==> src/rtl/jtt_pkg.sv <==
// Shared defaults and FSM encoding for the jump target table and its clear sequencer.
package jtt_pkg;

  localparam int unsigned JTT_ADDR_W   = 5;
  localparam int unsigned JTT_TGT_W    = 12;
  localparam int unsigned JTT_MISS_TGT = 0;

  typedef enum logic [0:0] {
    JTT_CLEAR = 1'b0,
    JTT_READY = 1'b1
  } jtt_state_e;

endpackage

==> src/rtl/jtt_clear_seq.sv <==
// Walks an index across every table entry, one per cycle; done_c marks the last entry.
module jtt_clear_seq #(
  parameter int unsigned ADDR_W = 5
) (
  input  logic              clk,
  input  logic              reset,
  input  logic              restart,
  input  logic              active,
  output logic [ADDR_W-1:0] clr_idx,
  output logic              done_c
);

  always_ff @(posedge clk) begin
    if (reset || restart) begin
      clr_idx <= '0;
    end else if (active) begin
      clr_idx <= ADDR_W'(clr_idx + 1'b1);
    end
  end

  assign done_c = active && !restart && (clr_idx == '1);

endmodule

==> src/rtl/jump_target_table.sv <==
// Loader-programmed label-index to PC-target table with hardware clear and write forwarding.
// Optional segment base offset on hits is enabled with `define JTT_SEG_OFFSET_EN.
module jump_target_table
  import jtt_pkg::*;
#(
  parameter int unsigned       ADDR_W   = JTT_ADDR_W,
  parameter int unsigned       TGT_W    = JTT_TGT_W,
  parameter logic [TGT_W-1:0]  MISS_TGT = TGT_W'(JTT_MISS_TGT)
) (
  input  logic              clk,
  input  logic              reset,
  input  logic              flush,
  input  logic              wr_en,
  input  logic [ADDR_W-1:0] wr_addr,
  input  logic [TGT_W-1:0]  wr_data,
  output logic              wr_ready,
  input  logic              rd_en,
  input  logic [ADDR_W-1:0] rd_addr,
  output logic [TGT_W-1:0]  rd_target,
  output logic              rd_hit,
  output logic              busy
`ifdef JTT_SEG_OFFSET_EN
  ,
  input  logic              base_wr,
  input  logic [TGT_W-1:0]  base_data
`endif
);

  localparam int unsigned DEPTH = 2 ** ADDR_W;

  jtt_state_e        state_q, state_d;
  logic              restart_c;
  logic              clearing_c;
  logic              done_c;
  logic              wr_acc_c;
  logic              fwd_c;
  logic [ADDR_W-1:0] clr_idx;
  logic [DEPTH-1:0]  valid_q;
  logic [TGT_W-1:0]  data_q [DEPTH];
  logic [TGT_W-1:0]  base_c;
  logic [TGT_W-1:0]  tgt_c;
  logic              hit_c;

  assign clearing_c = (state_q == JTT_CLEAR);
  // Flush wins over a same-cycle write.
  assign wr_acc_c   = wr_en && wr_ready && !flush;
  assign fwd_c      = wr_acc_c && (wr_addr == rd_addr);

`ifdef JTT_SEG_OFFSET_EN
  logic [TGT_W-1:0] base_q;

  always_ff @(posedge clk) begin
    if (reset) begin
      base_q <= '0;
    end else if (base_wr) begin
      base_q <= base_data;
    end
  end

  assign base_c = base_wr ? base_data : base_q;
`else
  assign base_c = '0;
`endif

  jtt_clear_seq #(.ADDR_W(ADDR_W)) u_clear_seq (
    .clk     (clk),
    .reset   (reset),
    .restart (restart_c),
    .active  (clearing_c),
    .clr_idx (clr_idx),
    .done_c  (done_c)
  );

  // Next-state logic; any flush (re)starts the clear walk from entry 0.
  always_comb begin
    state_d   = state_q;
    restart_c = 1'b0;
    case (state_q)
      JTT_CLEAR: begin
        if (flush) begin
          restart_c = 1'b1;
        end else if (done_c) begin
          state_d = JTT_READY;
        end
      end
      JTT_READY: begin
        if (flush) begin
          state_d   = JTT_CLEAR;
          restart_c = 1'b1;
        end
      end
      default: state_d = JTT_CLEAR;
    endcase
  end

  always_ff @(posedge clk) begin
    if (reset) begin
      state_q  <= JTT_CLEAR;
      busy     <= 1'b1;
      wr_ready <= 1'b0;
    end else begin
      state_q  <= state_d;
      busy     <= (state_d == JTT_CLEAR);
      wr_ready <= (state_d == JTT_READY);
    end
  end

  always_ff @(posedge clk) begin
    if (reset) begin
      valid_q <= '0;
    end else if (clearing_c) begin
      valid_q[clr_idx] <= 1'b0;
    end else if (wr_acc_c) begin
      valid_q[wr_addr] <= 1'b1;
    end
  end

  always_ff @(posedge clk) begin
    if (clearing_c) begin
      data_q[clr_idx] <= '0;
    end else if (wr_acc_c) begin
      data_q[wr_addr] <= wr_data;
    end
  end

  // Lookup: misses never get the base offset; a same-address write is forwarded.
  always_comb begin
    tgt_c = rd_target;
    hit_c = rd_hit;
    if (rd_en) begin
      if (clearing_c) begin
        tgt_c = MISS_TGT;
        hit_c = 1'b0;
      end else if (fwd_c) begin
        tgt_c = TGT_W'(wr_data + base_c);
        hit_c = 1'b1;
      end else if (valid_q[rd_addr]) begin
        tgt_c = TGT_W'(data_q[rd_addr] + base_c);
        hit_c = 1'b1;
      end else begin
        tgt_c = MISS_TGT;
        hit_c = 1'b0;
      end
    end
  end

  always_ff @(posedge clk) begin
    if (reset) begin
      rd_target <= '0;
      rd_hit    <= 1'b0;
    end else begin
      rd_target <= tgt_c;
      rd_hit    <= hit_c;
    end
  end

endmodule

==> config.mk <==
export PLATFORM = sky130hd
export DESIGN_NAME = jump_target_table
export DESIGN_NICKNAME = d
export VERILOG_FILES = /design/src/rtl/jtt_pkg.sv /design/src/rtl/jtt_clear_seq.sv /design/src/rtl/jump_target_table.sv
export SDC_FILE = /design/constraint.sdc
export NUM_CORES = 1
export LEC_CHECK = 0
export CORE_ASPECT_RATIO = 0.5
export CORE_MARGIN = 10
export CORE_UTILIZATION = 55
export CTS_BUF_LIST = sky130_fd_sc_hd__clkbuf_2
export CTS_CLUSTER_SIZE = 25
export DETAILED_ROUTE_END_ITERATION = 12
export PLACE_DENSITY_LB_ADDON = 0.15
export SYNTH_ARGS = -nofsm -noshare
export SYNTH_HDL_FRONTEND = slang
export SYNTH_SLANG_ARGS = --single-unit
==> constraint.sdc <==
create_clock -name clk -period 3.8 [get_ports clk]
set_input_delay 0.76 -clock clk [delete_from_list [all_inputs] [get_ports clk]]
set_output_delay 0.76 -clock clk [all_outputs]
set_load 0.03 [all_outputs]
==> impl_metrics.py <==
metrics = {
    "critical_path": {
        "path_class": "flop to primary output",
        "crit_path_max_fanout": 18,
        "endpoint_kind": "primary output",
        "cp.arrival_ns": 2.32,
        "reg2reg_depth": 3,
        "required_ns": 3.04,
        "cp-start-kind": "flop",
    },
    "route": {
        "vias": 10860,
        "drcViolationCount": 0,
        "avgViaCountPerCell": 6.231,
        "dr.pass1.iters": 9,
        "wirelength_um": 46040,
        "routedWlPerCell_um": 26.41,
        "drt_iter0_markers": 1319,
        "final_antenna_net_count": 0,
    },
    "logic_synthesis": {
        "synth_area_mm2": 0.01810,
        "avgSynthCellArea_um2": 16.35,
        "syn_inst": 1107,
        "ys_seq_area_share_pct": 69.47,
        "synth_seq_cells": 436,
        "synth_edf_count": 384,
        "ys_types": 52,
        "async_flop_share_pct": 0,
        "synthFlopType": "edfxtp_1",
        "yosys_warnings": 0,
        "syn-num-nets": 1139,
    },
    "global_routing": {
        "antenna_found_initial": 2,
        "grt_pass1_wl_um": 68710,
        "grt_pass1_vias": 10760,
        "grt_max_degree": 48,
        "grt_util_all_layers_pct": 22.26,
        "grt_overflow": 0,
    },
    "clock_network": {
        "cts_sinks": 436,
        "cts_setup_buffers": 0,
        "post_cts_resized": 0,
        "h-tree-depth": 3,
        "hold_buffers": 0,
        "clock_path_buffers": 3,
        "cts_tree": "built",
        "clock_latency_ns": 1.06,
        "numCtsBuffers": 92,
        "clkTransAtPathRegs_ns": 0.13,
        "cts_root_buffer": "clkbuf_2",
    },
    "cells_and_area": {
        "layout_common_cells": "edfxtp_1, clkbuf_2, mux2i_1",
        "final_core_util_pct": 62.48,
        "layout_commonest_cell": "edfxtp_1",
        "finalNonFillerCells": 1743,
        "nNetsFinal": 1286,
        "drive_above_1_share_pct": 24.14,
        "syn_to_final_growth_pct": 10.67,
    },
    "floorplan": {
        "io_pins": 42,
        "dieArea_mm2": 0.04100,
        "fp-row-count": 46,
        "die_h_um": 148.3,
        "core_mm2": 0.03206,
        "dieWidth_um": 276.5,
        "initial_core_util_pct": 56.45,
    },
    "timing": {
        "finalHoldViolCount": 0,
        "fmax_ghz": 0.3248,
        "clock-skew-final_ns": 0.07157,
        "max_slew_margin_pct": 23.78,
        "tns_ns": 0,
        "rsz0062_at_grt": "no",
        "tightest_slew_ns": 1.139,
        "slew_violations": 0,
        "fin_crit_sh_pct": 81.02,
        "final.min_clock_period_ns": 3.079,
        "setup_viol": 0,
    },
    "status": {
        "outcome": "complete, no violations",
    },
    "power_and_ir_drop": {
        "power_density_mw_per_mm2": 412.6,
        "power.leakage_uw": 0.007577,
        "ir_drop_mv": 0.1908,
        "power_uw": 8264,
    },
    "hold_path": {
        "min_path_type": "primary input to flop",
        "hold-path-cell-count": 5,
    },
    "run": {
        "drv_cap": 0,
    },
    "placed_design": {
        "gp_congestion": 0.9225,
        "place_inst": 1592,
        "io_buffer_count": 41,
        "dp_hpwl_um": 30110,
    },
}
[state kept, by name, indices dropped and copies added (netlist names)]
name                 flops
u_clear_seq.clr_idx      5
data_q                 384
state_q                  1
busy                     1
valid_q                 32
rd_target               12
rd_hit                   1
[Yosys cell counts, types with 5 or more instances]
library cell / instances / area share, %
a211oi_1: 25 / 1.0
a21oi_1: 56 / 1.5
a221oi_1: 11 / 0.53
a221oi_2: 11 / 0.91
a22o_1: 11 / 0.53
a22oi_1: 19 / 0.79
and2_1: 14 / 0.48
buf_2: 13 / 0.36
buf_4: 11 / 0.46
buf_6: 13 / 0.81
clkbuf_1: 29 / 0.60
dfxtp_1: 52 / 5.8
edfxtp_1: 384 / 64
ha_1: 5 / 0.35
mux2_2: 13 / 0.81
mux2i_1: 111 / 6.1
mux4_2: 49 / 6.1
nand2_1: 31 / 0.64
nand2b_1: 8 / 0.28
nand3_1: 13 / 0.36
nor2_1: 54 / 1.1
nor2b_1: 23 / 0.80
nor3_1: 16 / 0.44
nor3b_1: 5 / 0.21
o21ai_0: 33 / 0.91
o21ai_1: 21 / 0.58
o32a_1: 11 / 0.61
o32ai_2: 9 / 0.81
or3_1: 8 / 0.28
[cells by family after synthesis]
kind of cell	share of synthesized area, %
adder cells (fa/ha/maj)	0.3457
XOR/XNOR	0.3388
buffers and inverters	2.475
multiplexers	13.05
AND/OR/NAND/NOR	5.524
flip-flops	69.47
AO/OA/AOI/OAI	8.801
[layout make-up]
class	instances	area, um^2
sequential	436	12570
tap	432	540.5
fill	2363	12030
timing repair buffer	124	1072
inverter	4	15.01
multi-input combinational	596	5077
clock inverter	15	76.32
clock buffer	134	670.6
antenna	2	5.005
[power by group]
part / internal, uW / switching, uW / total (uW)
logic: 167 / 269 / 436
registers: 5150 / 5.50 / 5150
clock network: 929 / 1750 / 2680
[metal layers]
layer / GRT usage, % / vias up / share of wire, %
met1: 31.85 / 5495 / 44
met2: 32.71 / 546 / 44
li1: - / 4740 / -
met3: 6.012 / 79 / 9.6
met5: 0 / - / 0
met4: 6.824 / 0 / 2.1
[worst max-delay path, cell delays in order (launching register included)]
cell and delay (ns):
dfxtp_1 0.34, buf_4 0.25, clkdlybuf4s50_1 0.72
[path summary, 6_finish.rpt]
kind / to / start / slack, ns
max: wr_ready / state_q / 0.72
min: rd_target[7] / rd_addr[3] / 0.36
max reg2reg: data_q[28][7] / u_clear_seq.clr_idx[4] / 1.23
min reg2reg: rd_hit / rd_hit / 0.50
[per-stage QoR]
step           cell area, um^2  worst slack (ns)  hold WS [ns]
6_report                 20030            0.7214        0.3629
3_3_place_gp             19280            0.1700        0.4819
3_5_place_dp             19280            0.1056        0.4909
5_1_grt                  20030            0.5453        0.2505
2_1_floorplan            18100             1.097        0.4682
4_1_cts                  20020            0.5977        0.2501
No activity file was read; power rests on OpenSTA's default activity.
